--- config.mk ---
export PLATFORM = sky130hd
export DESIGN_NAME = sub_div_seq_flat
export DESIGN_NICKNAME = d
export VERILOG_FILES = /design/src/rtl/sub_div_pkg.sv /design/src/rtl/sub_div_seq_if.sv /design/src/rtl/sub_div_seq_sub.sv /design/src/rtl/sub_div_seq.sv /design/src/flat_wrapper.sv
export SDC_FILE = /design/constraint.sdc
export NUM_CORES = 1
export LEC_CHECK = 0
export ABC_AREA = 1
export CAP_MARGIN = 20
export CORE_UTILIZATION = 42
export CTS_CLUSTER_SIZE = 12
export DETAILED_ROUTE_END_ITERATION = 12
export HOLD_SLACK_MARGIN = 0.12
export PLACE_DENSITY = 0.7
export SLEW_MARGIN = 20
export SYNTH_ARGS = -nofsm -noshare
export SYNTH_HDL_FRONTEND = slang
export SYNTH_SLANG_ARGS = --single-unit
--- constraint.sdc ---
create_clock -name clk -period 9.91 [get_ports clk]
set_input_delay 1.982 -clock clk [delete_from_list [all_inputs] [get_ports clk]]
set_output_delay 1.982 -clock clk [all_outputs]
set_load 0.01 [all_outputs]
--- src/rtl/sub_div_pkg.sv ---
// Shared types and constants for the sub_div_seq restoring divider.
// The optional SUB_DIV_DBZ_FAST_EN build macro is consumed in rtl/sub_div_seq.sv.
package sub_div_pkg;

    localparam int SUB_DIV_WIDTH = 16;
    localparam int SUB_DIV_CNT_W = $clog2(SUB_DIV_WIDTH);

    typedef enum logic [1:0] {
        IDLE = 2'd0,
        CALC = 2'd1,
        DONE = 2'd2
    } state_e;

endpackage

--- src/rtl/sub_div_seq_if.sv ---
// Operand/result handshake bundle between the execute stage (master) and the
// divider (slave).
interface sub_div_seq_if
    import sub_div_pkg::*;
#(
    parameter int N = SUB_DIV_WIDTH
);

    logic         start_valid;
    logic         start_ready;
    logic [N-1:0] dividend;
    logic [N-1:0] divisor;
    logic         res_valid;
    logic         res_ready;
    logic [N-1:0] quotient;
    logic [N-1:0] remainder;
    logic         div_by_zero;
    logic         busy;

    modport master (
        output start_valid, dividend, divisor, res_ready,
        input  start_ready, res_valid, quotient, remainder, div_by_zero, busy
    );

    modport slave (
        input  start_valid, dividend, divisor, res_ready,
        output start_ready, res_valid, quotient, remainder, div_by_zero, busy
    );

endinterface

--- src/rtl/sub_div_seq_sub.sv ---
// sub_nbit: parameterised ripple-borrow subtractor, diff = a - b - borrow_in.
// The single piece of arithmetic shared by every step of the divider.
module sub_nbit #(
    parameter int W = 17
) (
    input  logic [W-1:0] a,
    input  logic [W-1:0] b,
    input  logic         borrow_in,
    output logic [W-1:0] diff,
    output logic         borrow_out
);

    logic br;

    // Borrow ripples LSB to MSB through a full-subtractor cell per bit.
    always_comb begin
        diff = '0;
        br   = borrow_in;
        for (int i = 0; i < W; i++) begin
            diff[i] = a[i] ^ b[i] ^ br;
            br      = (~a[i] & b[i]) | (~(a[i] ^ b[i]) & br);
        end
        borrow_out = br;
    end

endmodule

--- src/rtl/sub_div_seq.sv ---
// Multi-cycle unsigned restoring divider, one subtract-and-restore step per clock.
// Define SUB_DIV_DBZ_FAST_EN to short-circuit a zero divisor straight to DONE.
module sub_div_seq
    import sub_div_pkg::*;
#(
    parameter int N = SUB_DIV_WIDTH
) (
    input logic            clk,
    input logic            rst_n,
    sub_div_seq_if.slave   bus
);

    localparam int CW = (N > 1) ? $clog2(N) : 1;

    state_e        state_q, state_d;
    logic [N-1:0]  q_q, q_d;
    logic [N-1:0]  rem_q, rem_d;
    logic [N-1:0]  dvs_q, dvs_d;
    logic [CW-1:0] cnt_q, cnt_d;
    logic          dbz_q, dbz_d;

    logic [N:0]    p_w;
    logic [N:0]    diff_w;
    logic          borrow_w;
    logic          last_step;

    assign p_w = {rem_q, q_q[N-1]};

    sub_nbit #(.W(N + 1)) u_sub (
        .a          (p_w),
        .b          ({1'b0, dvs_q}),
        .borrow_in  (1'b0),
        .diff       (diff_w),
        .borrow_out (borrow_w)
    );

    // Compared as count+1 == N so the step bound needs no subtraction.
    assign last_step = (({1'b0, cnt_q} + (CW + 1)'(1)) == (CW + 1)'(N));

    always_comb begin
        state_d = state_q;
        q_d     = q_q;
        rem_d   = rem_q;
        dvs_d   = dvs_q;
        cnt_d   = cnt_q;
        dbz_d   = dbz_q;
        case (state_q)
            IDLE: begin
                if (bus.start_valid) begin
                    dvs_d   = bus.divisor;
                    q_d     = bus.dividend;
                    rem_d   = '0;
                    cnt_d   = '0;
                    dbz_d   = (bus.divisor == '0);
                    state_d = CALC;
`ifdef SUB_DIV_DBZ_FAST_EN
                    if (bus.divisor == '0) begin
                        q_d     = '1;
                        rem_d   = bus.dividend;
                        state_d = DONE;
                    end
`endif
                end
            end
            CALC: begin
                rem_d = borrow_w ? p_w[N-1:0] : diff_w[N-1:0];
                q_d   = {q_q[N-2:0], ~borrow_w};
                cnt_d = cnt_q + CW'(1);
                if (last_step) begin
                    state_d = DONE;
                end
            end
            DONE: begin
                if (bus.res_ready) begin
                    state_d = IDLE;
                end
            end
            default: state_d = IDLE;
        endcase
    end

    always_ff @(posedge clk or negedge rst_n) begin
        if (!rst_n) begin
            state_q <= IDLE;
            q_q     <= '0;
            rem_q   <= '0;
            dvs_q   <= '0;
            cnt_q   <= '0;
            dbz_q   <= 1'b0;
        end else begin
            state_q <= state_d;
            q_q     <= q_d;
            rem_q   <= rem_d;
            dvs_q   <= dvs_d;
            cnt_q   <= cnt_d;
            dbz_q   <= dbz_d;
        end
    end

    assign bus.start_ready = (state_q == IDLE);
    assign bus.res_valid   = (state_q == DONE);
    assign bus.busy        = (state_q != IDLE);
    assign bus.quotient    = q_q;
    assign bus.remainder   = rem_q;
    assign bus.div_by_zero = dbz_q;

endmodule

--- src/flat_wrapper.sv ---
// flat-port wrapper written by rule: the top's interface ports become plain ports
module sub_div_seq_flat import sub_div_pkg::*;
#(
    parameter int N = SUB_DIV_WIDTH
)
  (clk, rst_n, bus_start_valid, bus_dividend, bus_divisor, bus_res_ready, bus_start_ready, bus_res_valid, bus_quotient, bus_remainder, bus_div_by_zero, bus_busy);
  sub_div_seq_if #(.N(N)) bus_i ();
  input logic clk;
  input logic rst_n;
  input wire logic [$bits(bus_i.start_valid)-1:0] bus_start_valid;
  input wire logic [$bits(bus_i.dividend)-1:0] bus_dividend;
  input wire logic [$bits(bus_i.divisor)-1:0] bus_divisor;
  input wire logic [$bits(bus_i.res_ready)-1:0] bus_res_ready;
  output wire logic [$bits(bus_i.start_ready)-1:0] bus_start_ready;
  output wire logic [$bits(bus_i.res_valid)-1:0] bus_res_valid;
  output wire logic [$bits(bus_i.quotient)-1:0] bus_quotient;
  output wire logic [$bits(bus_i.remainder)-1:0] bus_remainder;
  output wire logic [$bits(bus_i.div_by_zero)-1:0] bus_div_by_zero;
  output wire logic [$bits(bus_i.busy)-1:0] bus_busy;
  assign bus_i.start_valid = bus_start_valid;
  assign bus_i.dividend = bus_dividend;
  assign bus_i.divisor = bus_divisor;
  assign bus_i.res_ready = bus_res_ready;
  assign bus_start_ready = bus_i.start_ready;
  assign bus_res_valid = bus_i.res_valid;
  assign bus_quotient = bus_i.quotient;
  assign bus_remainder = bus_i.remainder;
  assign bus_div_by_zero = bus_i.div_by_zero;
  assign bus_busy = bus_i.busy;
  sub_div_seq #(.N(N)) u_core (.clk(clk), .rst_n(rst_n), .bus(bus_i));
endmodule
# Yosys cells after proc, flatten, opt, wreduce, memory -nomap -nowiden
# Cells that the tools add are included.
totals:
  ff_bits: 55
  input_bits: 36
op_classes:
  n_addsub: 2
  eq_ne: 6
  muxes: 11
  n_bitwise: 111
  n_reduce_logical: 7
op_table:
  columns: ["op", "count"]
  rows:
  - ["16-bit case mux with 2 select lines", 2]
  - ["16-bit 2-to-1 mux", 3]
  - ["1-bit inverter", 33]
  - ["1-bit AND", 32]
  - ["1-bit XOR", 31]
  - ["16-bit zero test", 1]
  - ["1-bit OR", 15]
  - ["4-bit case mux with 2 select lines", 1]
  - ["2-bit 2-to-1 mux", 3]
  - ["2-bit case mux with 3 select lines", 1]
  - ["4-bit by 1-bit adder with 5-bit output (second input constant)", 1]
  - ["5-bit == test (second input constant)", 1]
  - ["4-bit by 1-bit adder with 4-bit output (second input constant)", 1]
  - ["4-bit 2-to-1 mux", 1]
  - ["2-bit != test (second input constant)", 2]
  - ["2-bit AND reduction", 2]
  - ["2-bit nonzero test", 2]
  - ["3-bit AND reduction", 1]
  - ["2-bit by 1-bit == test with 1-bit output (second input constant)", 1]
  - ["2-bit == test (second input constant)", 1]
  - ["2-bit zero test", 1]
  - ["2-bit by 1-bit != test with 1-bit output (second input constant)", 1]

# Logic depth before layout (Yosys ltp)
# Gate-level depths: netlist of the first run.
logic_depth:
  ltp_word: 35
  mapped_depth: 22

# Hierarchy
# From an unflattened synthesis of the first run, not the netlist that was laid out.
unflattened:
  hier_cells: 367
  hier_area_um2: 3052.9
by_module_without_submodules:
  columns: ["module", "n_inst", "cells_per_inst", "area_per_inst_um2", "seq_area_each_um2"]
  rows:
  - ["sub_div_seq", 1, 314, 2577.5, 1376.3]
  - ["sub_nbit", 1, 53, 475.5, 0.0]

# Least setup slack after synthesis of the first run
# Ideal clock, no wire load.
synth_path:
  kind: "register to register"
  from: "register u_core.q_q[15] (netlist: u_core.bus.quotient[15])"
  to: "register u_core.rem_q[2] (netlist: u_core.bus.remainder[2])"
  setup_time_ns: 0.130
  arrival_time_ns: 7.551
  t_required_ns: 9.780
  setup_slack_ns: 2.230
  stages_incl_launch_ff: 23
  path_buffers: 1
  period_less_slack_ns: 7.680
  cell_sequence: "dfrtp_1 -> inv_1 -> ha_1 -> fa_1 -> fa_1 -> fa_1 -> fa_1 -> fa_1 -> fa_1 -> fa_1 -> fa_1 -> fa_1 -> fa_1 -> fa_1 -> fa_1 -> fa_1 -> fa_1 -> fa_1 -> nand2_1 -> clkbuf_1 -> a21oi_1 -> o21ai_0 -> o21ai_0"
synth_via:
  elab_chain_cells: 35
  word_cells_on_any_way: 36
  classes_between: "mux: 2; bitwise: 34"
synth_lines:
  columns: ["element", "line", "source"]
  rows:
  - ["start: declaration", "sub_div_seq.sv:16", "logic [N-1:0] q_q, q_d;"]
  - ["start signal: assignment", "sub_div_seq.sv:92", "q_q <= q_d;"]
  - ["1-bit inverter (*)", "sub_div_seq_sub.sv:21", "br = (~a[i] & b[i]) | (~(a[i] ^ b[i]) & br);"]
  - ["1-bit AND (*) (2 in a row)", "sub_div_seq_sub.sv:21", null]
  - ["1-bit OR (*)", "sub_div_seq_sub.sv:21", null]
  - ["1-bit AND", "sub_div_seq_sub.sv:21", null]
  - ["1-bit OR", "sub_div_seq_sub.sv:21", null]
  - ["1-bit AND", "sub_div_seq_sub.sv:21", null]
  - ["1-bit OR", "sub_div_seq_sub.sv:21", null]
  - ["1-bit AND", "sub_div_seq_sub.sv:21", null]
  - ["[... 18 more ...]", null, null]
  - ["1-bit OR", "sub_div_seq_sub.sv:21", null]
  - ["1-bit AND", "sub_div_seq_sub.sv:21", null]
  - ["1-bit OR", "sub_div_seq_sub.sv:21", null]
  - ["1-bit AND", "sub_div_seq_sub.sv:21", null]
  - ["1-bit OR", "sub_div_seq_sub.sv:21", null]
  - ["1-bit AND", "sub_div_seq_sub.sv:21", null]
  - ["16-bit 2-to-1 mux (*)", "sub_div_seq.sv:66", "rem_d = borrow_w ? p_w[N-1:0] : diff_w[N-1:0];"]
  - ["16-bit case mux with 2 select lines (*)", "sub_div_seq.sv:47", "case (state_q)"]
  - ["end signal: assignment", "sub_div_seq.sv:93", "rem_q <= rem_d;"]
  - ["end: declaration", "sub_div_seq.sv:17", "logic [N-1:0] rem_q, rem_d;"]
# Every way passes the cells marked *; elsewhere a longest branch is shown, timed or not.
# A chain may end at the register's enable or synchronous reset.

# Final worst setup path of the first run
layout_path:
  from: "register u_core.q_q[15] (netlist: u_core.bus.quotient[15])"
  to: "register u_core.rem_q[15] (netlist: u_core.bus.remainder[15])"
layout_via:
  elab_chain_cells: 35
  word_cells_on_any_way: 36
  classes_between: "mux: 2; bitwise: 34"
layout_lines:
  columns: ["element", "line"]
  rows:
  - ["1-bit inverter (*)", "sub_div_seq_sub.sv:21"]
  - ["1-bit AND (*) (2 in a row)", "sub_div_seq_sub.sv:21"]
  - ["1-bit OR (*)", "sub_div_seq_sub.sv:21"]
  - ["1-bit AND (*)", "sub_div_seq_sub.sv:21"]
  - ["1-bit OR (*)", "sub_div_seq_sub.sv:21"]
  - ["1-bit AND (*)", "sub_div_seq_sub.sv:21"]
  - ["1-bit OR (*)", "sub_div_seq_sub.sv:21"]
  - ["1-bit AND (*)", "sub_div_seq_sub.sv:21"]
  - ["[... 18 more ...]", null]
  - ["1-bit OR (*)", "sub_div_seq_sub.sv:21"]
  - ["1-bit AND (*)", "sub_div_seq_sub.sv:21"]
  - ["1-bit OR (*)", "sub_div_seq_sub.sv:21"]
  - ["1-bit AND", "sub_div_seq_sub.sv:21"]
  - ["1-bit OR", "sub_div_seq_sub.sv:21"]
  - ["1-bit AND", "sub_div_seq_sub.sv:21"]
  - ["16-bit 2-to-1 mux (*)", "sub_div_seq.sv:66"]
  - ["16-bit case mux with 2 select lines (*)", "sub_div_seq.sv:47"]
# Marked as above.

==> results of run 1 <==
-- layer usage --
metal,up-vias,track usage [%],routed length [µm]
met3,6,4.75,228
met2,41,30.0,2940
met5,-,0,0
met4,0,5.80,82
li1,1143,-,-
met1,1130,25.8,2910
-- how the worst min path moves through the flow --
| stage | from | endpoint | slack, ns | cells after the start |
|---|---|---|---|---|
| 3_5_place_dp | u_core.bus.div_by_zero | u_core.bus.div_by_zero | 0.47 | 2 |
| 5_1_grt | u_core.bus.div_by_zero | u_core.bus.div_by_zero | 0.53 | 2 |
| 4_1_cts | u_core.bus.div_by_zero | u_core.bus.div_by_zero | 0.50 | 2 |
| 2_1_floorplan | u_core.dvs_q[0] | u_core.dvs_q[0] | 0.46 | 2 |
| 3_3_place_gp | u_core.dvs_q[0] | u_core.dvs_q[0] | 0.47 | 2 |
| 6_report | u_core.dvs_q[0] | u_core.dvs_q[0] | 0.50 | 2 |
-- layout make-up --
cell class / instances / area, µm²
Clock buffer: 6 / 72.6
Clock inverter: 2 / 12.5
Fill cell: 577 / 2790
Inverter: 38 / 143
Multi-Input combinational cell: 209 / 1220
Sequential cell: 55 / 1380
Tap cell: 77 / 96.3
Timing Repair Buffer: 72 / 713
-- worst max-delay path, stage by stage, from the launching register on --
cell,delay (ns)
dfrtp_1,0.37
inv_1,0.06
ha_1,0.20
fa_1,0.41
fa_1,0.43
fa_1,0.43
fa_1,0.43
fa_1,0.42
fa_1,0.42
fa_1,0.42
fa_1,0.43
fa_1,0.43
fa_1,0.42
fa_1,0.43
fa_1,0.43
fa_1,0.43
fa_1,0.44
fa_1,0.42
nand2_1,0.66
a21oi_1,0.13
o21ai_0,0.11
o21ai_0,0.13
-- cell families (layout without fill, tap and decap cells) --
logic type | after synthesis | in the layout | synth area share (%)
compound gates | 78 | 78 | 15.0
buf+inv | 54 | 118 | 8.07
simple gates | 114 | 114 | 16.6
flops | 55 | 55 | 48.8
fa+ha+maj | 17 | 17 | 11.5
-- stage by stage --
stage | hold slack (ns) | setup WS, ns | instances | total power, mW
global placement | 0.471 | 1.83 | 451 | 1.14
floorplan | 0.457 | 2.23 | 318 | 0.904
detailed placement | 0.471 | 1.64 | 451 | 1.16
finish | 0.498 | 1.70 | 459 | 1.28
CTS | 0.502 | 1.62 | 459 | 1.29
global route | 0.528 | 1.18 | 459 | 1.42
-- synth_stat cells --
library cell,n
clkbuf_1,6
buf_6,2
o21a_1,12
dfrtp_1,55
nand2_2,3
fa_1,15
o21ai_0,40
o22ai_1,1
o21ai_1,6
nand2_1,75
ha_1,2
buf_2,8
inv_2,1
inv_1,37
nor2_1,12
nand3_1,21
nand4_1,2
nor2_2,1
a21oi_1,19
-- sequential cells by signal, indices dropped and copies added, names as in the netlist --
register,flops
u_core.bus.quotient,16
u_core.state_q,2
u_core.bus.div_by_zero,1
u_core.bus.remainder,16
u_core.cnt_q,4
u_core.dvs_q,16
-- power by group --
group          total, mW  internal [mW]  switching, mW
Sequential         0.433          0.343         0.0897
Combinational      0.719          0.354          0.364
Clock              0.124         0.0496         0.0747
Total               1.28          0.747          0.529
==> flow_summary_export.csv, run 1 <==
group,metric,value,unit
sta,setup_tns,0,ns
grt,grt_pass1_wl,10500,µm
die,die_h,83.9,µm
synthesis,syn_inst,318,
detailed_routing,drt-initial-drc-count,189,
cells_and_area,fin_nets,434,
sta,slew-limit-headroom,41.2,%
setup_path,crit_path_start,"u_core.bus.quotient[15]",
die,die_x,83.9,µm
setup_path,worst_setup_path_start_kind,"flip-flop",
detailed_routing,via_per_inst,5.05,
setup_path,cp.required,10.07,ns
die,core_area,0.00642,mm²
detailed_routing,wl_per_cell,13.4,µm
setup_path,reg2reg_from,"u_core.bus.quotient[15]",
synthesis,synth_area_per_cell,8.87,µm²
status,status,"complete, but fails checks",
power_and_ir_drop,peakVddDrop,165,µV
detailed_routing,vias,2320,
clock_network,cts_buffers,5,
placement,hpwl,4230,µm
detailed_routing,ant_nets,0,
clock_network,clk_path_buf_depth,2,
sta,finalCritPeriodShare,82.8,%
grt,antenna_found_initial,0,
cells_and_area,final_cell_mix,"nand2_1 (75), clkdlybuf4s50_1 (70), dfrtp_1 (55)",
cells_and_area,antenna_cells,0,
sta,max_freq,0.122,GHz
clock_network,holdBufCountCts,0,
clock_network,htreeDepth,2,
sta,finClkSkew,0.0120,ns
placement,port_buffers,71,
cells_and_area,final_common_cell,"nand2_1",
placement,gp_congestion,0.764,
setup_path,worstReg2RegEnd,"u_core.bus.remainder[15]",
setup_path,worstSetupPathType,"reg -> reg",
clock_network,numClockSinks,55,
setup_path,worstSetupEndpointType,"flip-flop",
clock_network,clk_pin_slew,0.10,ns
clock_network,post_cts_buffers,0,
die,start_util,43.9,%
sta,setup_viol,0,
synthesis,synth_top_area_share,48.8,%
sta,fin_crit,8.21,ns
setup_path,worstSetupEndpoint,"u_core.bus.remainder[15]",
clock_network,tritoncts,"yes",
synthesis,synth_nets,371,
hold_path,worstHoldPathType,"reg -> reg",
synthesis,yosysWarnings,0,
setup_path,cp_data_arrival_time,8.37,ns
synthesis,yosys_register_bits,55,
placement,dpl-instance-area,0.00354,mm²
die,ioPinCount,72,
job,drv_cap,0,
cells_and_area,drive_above_1_share,3.66,%
status,violations,"DRC",
grt,grt-ovfl-total,0,
power_and_ir_drop,p_leak,1.71,nW
cells_and_area,design_area,0.00363,mm²
grt,grt_use_total,19.0,%
synthesis,synthTopCellsByArea,"dfrtp_1 (49%), fa_1 (11%), nand2_1 (10%)",
cells_and_area,utilization,56.5,%
clock_network,postCtsResizedCells,0,
synthesis,synth_area,0.00282,mm²
sta,hold_viol,0,
die,row_count,29,
sta,rsz0062_at_grt,"false",
grt,grt_pass1_vias,2190,
sta,slew_viol_final,0,
synthesis,synth.largest_area_cell,"dfrtp_1",
grt,grt_max_degree,56,
detailed_routing,drc_errors,6,
setup_path,crit_fanout,33,
synthesis,yosysSeqAreaShare,48.8,%
clock_network,clockRootBuffer,"clkbuf_8",
setup_path,rrSetupSlack,1.70,ns
die,die-area,0.00705,mm²
sta,worst_pin_slew,0.879,ns
setup_path,r2r_cells,21,
detailed_routing,drt-total-wl,6160,µm
power_and_ir_drop,powerDensity,351,mW/mm²
cells_and_area,syn2layout_area_growth,28.7,%
clock_network,clk_latency,0.32,ns
detailed_routing,drt_first_pass_iters,8,
synthesis,synth_cell_types,19,
Power figures use the tool's default switching activity.
==> run 2, diff against run 1 <==
PLACE_DENSITY = 0.73   (was 0.7)
clock period = 7.5 ns   (was 9.91 ns; I/O delays follow)
==> run 2 against run 1 <==
Net effect: the run still ends with DRC left; utilization up 1.2 points; via count down 0.34%; count of clock-buffer cells in the layout unchanged; register-to-register slack worse by 1.3 ns; clock skew up 0.00094 ns; critical path type unchanged; cell count up 1.1%; highest routed layer unchanged; final area up 2.2%; maximum frequency up 16%.
==> flow_summary_export.csv, run 2 (same netlist as run 1, synthesis figures left out) <==
group,metric,value,unit
clock_network,numClockSinks,55,
setup_path,cp.required,7.65,ns
setup_path,crit_fanout,31,
placement,dpl-instance-area,0.00360,mm²
detailed_routing,drt-initial-drc-count,161,
sta,finalCritPeriodShare,94.7,%
grt,grt_max_degree,56,
sta,slew_viol_final,0,
clock_network,htreeDepth,2,
placement,hpwl,4320,µm
detailed_routing,wl_per_cell,13.2,µm
die,die-area,0.00705,mm²
clock_network,tritoncts,"yes",
sta,setup_viol,0,
placement,post-place-ws,-0.194,ns
sta,hold_viol,0,
sta,max_freq,0.141,GHz
grt,grt-ovfl-total,0,
detailed_routing,drt-total-wl,6110,µm
cells_and_area,syn2layout_area_growth,31.5,%
setup_path,crit_path_start,"u_core.bus.quotient[15]",
clock_network,clockRootBuffer,"clkbuf_8",
cells_and_area,design_area,0.00371,mm²
clock_network,clk_latency,0.31,ns
die,die_x,83.9,µm
detailed_routing,drc_errors,7,
hold_path,worstHoldPathType,"reg -> reg",
sta,slew-limit-headroom,40.6,%
grt,grt_pass1_vias,2203,
hold_path,hp-start,"u_core.bus.div_by_zero",
clock_network,holdBufCountCts,0,
setup_path,reg2reg_from,"u_core.bus.quotient[15]",
cells_and_area,fin_nets,439,
setup_path,cp_data_arrival_time,7.25,ns
placement,gp_congestion,0.764,
power_and_ir_drop,powerDensity,468,mW/mm²
sta,rsz0062_at_grt,"false",
cells_and_area,antenna_cells,0,
power_and_ir_drop,peakVddDrop,236,µV
sta,finClkSkew,0.0129,ns
grt,gr-usage-met2,31.4,%
status,status,"complete, but fails checks",
grt,grt_use_met3,3.07,%
clock_network,clk_pin_slew,0.09,ns
power_and_ir_drop,p_leak,1.73,nW
die,ioPinCount,72,
detailed_routing,drt_first_pass_iters,8,
placement,port_buffers,71,
clock_network,post_cts_buffers,0,
detailed_routing,ant_nets,0,
die,start_util,43.9,%
sta,fin_crit,7.10,ns
setup_path,worstSetupPathType,"reg -> reg",
setup_path,worstSetupEndpointType,"flip-flop",
cells_and_area,fill_cells,568,
setup_path,worst_setup_path_start_kind,"flip-flop",
job,drv_cap,0,
cells_and_area,final_cell_mix,"nand2_1 (74), clkdlybuf4s50_1 (70), dfrtp_1 (55)",
status,violations,"DRC",
sta,setup_slack,0.401,ns
detailed_routing,vias,2312,
die,core_area,0.00642,mm²
die,die_h,83.9,µm
grt,antenna_found_initial,0,
detailed_routing,via_per_inst,4.98,
cells_and_area,drive_above_1_share,8.01,%
cells_and_area,final_common_cell,"nand2_1",
grt,grt_most_used_layer,"met2",
grt,grt_pass1_wl,10500,µm
sta,worst_pin_slew,0.888,ns
grt,grt_use_total,18.7,%
clock_network,cts_buffers,5,
power_and_ir_drop,total_power,1.73,mW
die,row_count,29,
clock_network,clk_path_buf_depth,2,
grt,globalRouteMet1Util,25.2,%
-- run 2: path summary, 6_finish.rpt --
kind                                       endpoint  slack, ns  depth (start not counted)
min in group asynchronous           u_core.dvs_q[0]       1.32                          2
hold / removal               u_core.bus.div_by_zero       0.50                          2
max in group asynchronous           u_core.dvs_q[7]       5.72                          2
setup reg to reg           u_core.bus.remainder[15]       0.40                         22
hold reg to reg              u_core.bus.div_by_zero       0.50                          2
setup / recovery           u_core.bus.remainder[15]       0.40                         22
-- run 2: worst max-delay path, cell delays in order, from the launching register on --
cell and delay [ns]:
dfrtp_1 0.35, inv_1 0.06, ha_1 0.21, fa_2 0.37
fa_2 0.37, fa_2 0.37, fa_2 0.37, fa_1 0.42
fa_2 0.38, fa_2 0.37, fa_2 0.38, fa_2 0.38
fa_1 0.42, fa_2 0.38, fa_2 0.37, fa_1 0.42
fa_2 0.37, fa_1 0.40, nand2_2 0.09, buf_12 0.16
a21oi_1 0.07, o21ai_0 0.12, o21ai_0 0.11
-- run 2: report_power, final --
part	leakage, nW	internal (mW)	switching [mW]
clock network	0.0412	0.0655	0.0934
registers	0.654	0.454	0.117
logic	1.03	0.511	0.494
total	1.73	1.03	0.705
-- run 2: layout make-up --
class / instances / area [µm²] / area share (%)
inverter: 38 / 143 / 3.84
clock buffer: 6 / 72.6 / 1.96
tap: 77 / 96.3 / 2.60
sequential: 55 / 1380 / 37.1
clock inverter: 2 / 12.5 / 0.337
timing repair buffer: 77 / 763 / 20.6
multi-input combinational: 209 / 1250 / 33.6
-- run 2: layer usage --
layer,part of all wire (%),up-vias
li1,-,1150
met3,2.6,6
met2,50,52
met5,0,-
met4,1.2,0
met1,46,1104
-- run 2: what timing repair did --
item / CTS / global route
gates resized for setup: 4 / 6
pin swaps: 0 / 0
setup endpoints to repair: 17 / 17
-- run 2: per-stage QoR --
stage / util, % / std cells / hold slack (ns) / TNS, ns
2_1_floorplan: - / 318 / 0.457 / 0
3_3_place_gp: 56.0 / 456 / 0.469 / -0.631
3_5_place_dp: 56.0 / 456 / 0.479 / -2.36
4_1_cts: 57.5 / 464 / 0.503 / 0
5_1_grt: 57.8 / 464 / 0.515 / 0
6_report: 57.8 / 464 / 0.496 / 0
==> run 3, diff against run 2 <==
==> constraint.sdc (replaced) <==
create_clock -name clk -period 7.5 [get_ports clk]
set_input_delay 1.5 -clock clk [delete_from_list [all_inputs] [get_ports clk]]
set_output_delay 1.5 -clock clk [all_outputs]
set_load 0.1 [all_outputs]
==> run 3 against run 2 <==
Net effect: the run still ends with DRC left; wire length grew 0.46%; via count shrank 1.2%; critical path depth is the same; worst hold slack gained 0.0024 ns; die area is the same; sequential share of layout area grew 0.37 points; first-iteration DRC count shrank 19%; register-to-register slack lost 0.05 ns; utilization shrank 0.37 points; clock skew shrank 0.0061 ns; non-clock buffer count shrank 3; cell count shrank 0.86%; critical endpoint is now u_core.bus.remainder[9].
==> flow_summary_export.csv, run 3 (same netlist as run 1, synthesis figures left out) <==
group,metric,value,unit
clock_network,holdBufCountCts,0,
job,drv_cap,0,
die,die_h,83.9,µm
sta,slew_viol_final,0,
setup_path,crit_path_start,"u_core.bus.quotient[15]",
detailed_routing,ant_nets,0,
cells_and_area,syn2layout_area_growth,30.7,%
setup_path,cp_slowest_stage_delay,0.43,ns
grt,grt_pass1_wl,10700,µm
detailed_routing,drt-initial-drc-count,130,
sta,worst_pin_slew,1.00,ns
die,start_util,43.9,%
setup_path,r2r_cells,22,
cells_and_area,design_area,0.00369,mm²
cells_and_area,antenna_cells,0,
status,status,"complete, but fails checks",
setup_path,slowest_stage,"fa_1",
setup_path,crit_path_frequent_cell,"fa_2",
setup_path,worstSetupPathType,"reg -> reg",
setup_path,worstSetupEndpointType,"flip-flop",
status,violations,"DRC",
detailed_routing,via_per_inst,4.97,
setup_path,crit_chain,"inv_1 > ha_1 > fa_2 > fa_2 > fa_2 > fa_1 > fa_2 > fa_2 > fa_1 > fa_2 > fa_2 > fa_2 > fa_2 > fa_2 > fa_2 > fa_2 > fa_1 > nand2_2 > buf_12 > a21oi_1 > o21ai_0 > o21ai_0",
setup_path,cp_data_arrival_time,7.31,ns
detailed_routing,wl_per_cell,13.3,µm
cells_and_area,final_cell_mix,"nand2_1 (74), clkdlybuf4s50_1 (70), dfrtp_1 (53)",
die,die_x,83.9,µm
hold_path,holdPathStages,2,
cells_and_area,fin_nets,436,
die,ioPinCount,72,
cells_and_area,drive_above_1_share,7.57,%
sta,max_freq,0.140,GHz
cells_and_area,utilization,57.4,%
die,core_area,0.00642,mm²
sta,slew-limit-headroom,33.1,%
placement,hpwl,4370,µm
setup_path,worstSetupEndpoint,"u_core.bus.remainder[9]",
clock_network,cts_buffers,5,
cells_and_area,final_common_cell,"nand2_1",
clock_network,htreeDepth,2,
setup_path,reg2reg_from,"u_core.bus.quotient[15]",
grt,grt_pass1_vias,2331,
sta,fin_crit,7.15,ns
clock_network,clockRootBuffer,"clkbuf_8",
sta,rsz0062_at_grt,"false",
grt,grt_use_total,19.0,%
die,row_count,29,
clock_network,clk_path_buf_depth,2,
placement,port_buffers,71,
detailed_routing,drt-total-wl,6130,µm
sta,whs,0.498,ns
sta,finalCritPeriodShare,95.3,%
placement,post-place-ws,-0.0287,ns
setup_path,worstReg2RegEnd,"u_core.bus.remainder[9]",
setup_path,crit_fanout,28,
setup_path,worst_setup_path_start_kind,"flip-flop",
sta,hold_viol,0,
grt,grt_max_degree,56,
sta,setup_slack,0.349,ns
clock_network,clk_pin_slew,0.09,ns
cells_and_area,fill_cells,575,
placement,gp_congestion,0.780,
clock_network,tritoncts,"yes",
sta,setup_viol,0,
grt,antenna_found_initial,0,
detailed_routing,drc_errors,5,
placement,dpl-instance-area,0.00359,mm²
clock_network,clk_latency,0.30,ns
sta,finClkSkew,0.00679,ns
setup_path,cp.required,7.66,ns
detailed_routing,vias,2285,
clock_network,numClockSinks,55,
grt,grt-ovfl-total,0,
die,die-area,0.00705,mm²
hold_path,worstHoldPathType,"reg -> reg",
detailed_routing,drt_first_pass_iters,8,
setup_path,rrSetupSlack,0.35,ns
==> run 3: cell types whose count changed in the layout (fill, tap and decap cells not counted), sizes merged <==
cell      delta
clkinvlp     -1
clkbuf       +1
buf          -3
clkinv       -1
==> run 3: worst min path at each step <==
stage	startpoint	endpoint	slack, ns
2_1_floorplan	u_core.dvs_q[0]	u_core.dvs_q[0]	0.46
3_3_place_gp	u_core.bus.div_by_zero	u_core.bus.div_by_zero	0.47
3_5_place_dp	u_core.bus.div_by_zero	u_core.bus.div_by_zero	0.48
4_1_cts	u_core.bus.div_by_zero	u_core.bus.div_by_zero	0.51
5_1_grt	u_core.bus.quotient[0]	u_core.bus.quotient[0]	0.54
6_report	u_core.bus.div_by_zero	u_core.bus.div_by_zero	0.50
==> run 3: routing by layer <==
| metal | part of all wire (%) | track usage [%] |
|---|---|---|
| met5 | 0 | 0 |
| met2 | 52 | 32.9 |
| met4 | 1.1 | 6.27 |
| met3 | 2.0 | 2.18 |
| met1 | 45 | 24.9 |
==> run 3: cell type report <==
type	count	area (µm²)	share of cell area, %
inverters	38	143	3.87
flip-flops and latches	55	1380	37.5
repair buffers	74	741	20.1
clock buffers	7	76.3	2.07
well taps	77	96.3	2.61
multi-input cells	209	1250	33.9
==> run 3: worst max-delay path, delay by kind of cell (launching register included) <==
| kind | cells | cell delay, ns |
|---|---|---|
| adders and majority gates | 16 | 5.95 |
| DFF | 1 | 0.42 |
| AOI/OAI and AO/OA | 3 | 0.31 |
| buffers and inverters | 2 | 0.21 |
| and+or+nand+nor | 1 | 0.11 |
==> run 3: repair_timing <==
item / 4_1_cts / 5_1_grt
gates resized for setup: 1 / 5
buffers inserted: 1 / 0
cloned: 0 / 0
endpoints found under the hold margin: 0 / 0
endpoints found under the setup margin: 14 / 16
pin swaps: 1 / 0
==> run 3: per-stage QoR <==
| stage | cells | setup TNS, ns |
|---|---|---|
| after global placement | 452 | 0 |
| after global routing | 460 | 0 |
| after detailed placement | 452 | -0.129 |
| after floorplan | 318 | 0 |
| final | 460 | 0 |
| after CTS | 460 | 0 |
Power of run 3 is not shown: default switching activity piles up to over one toggle a cycle in this logic, so the estimate is an artifact.
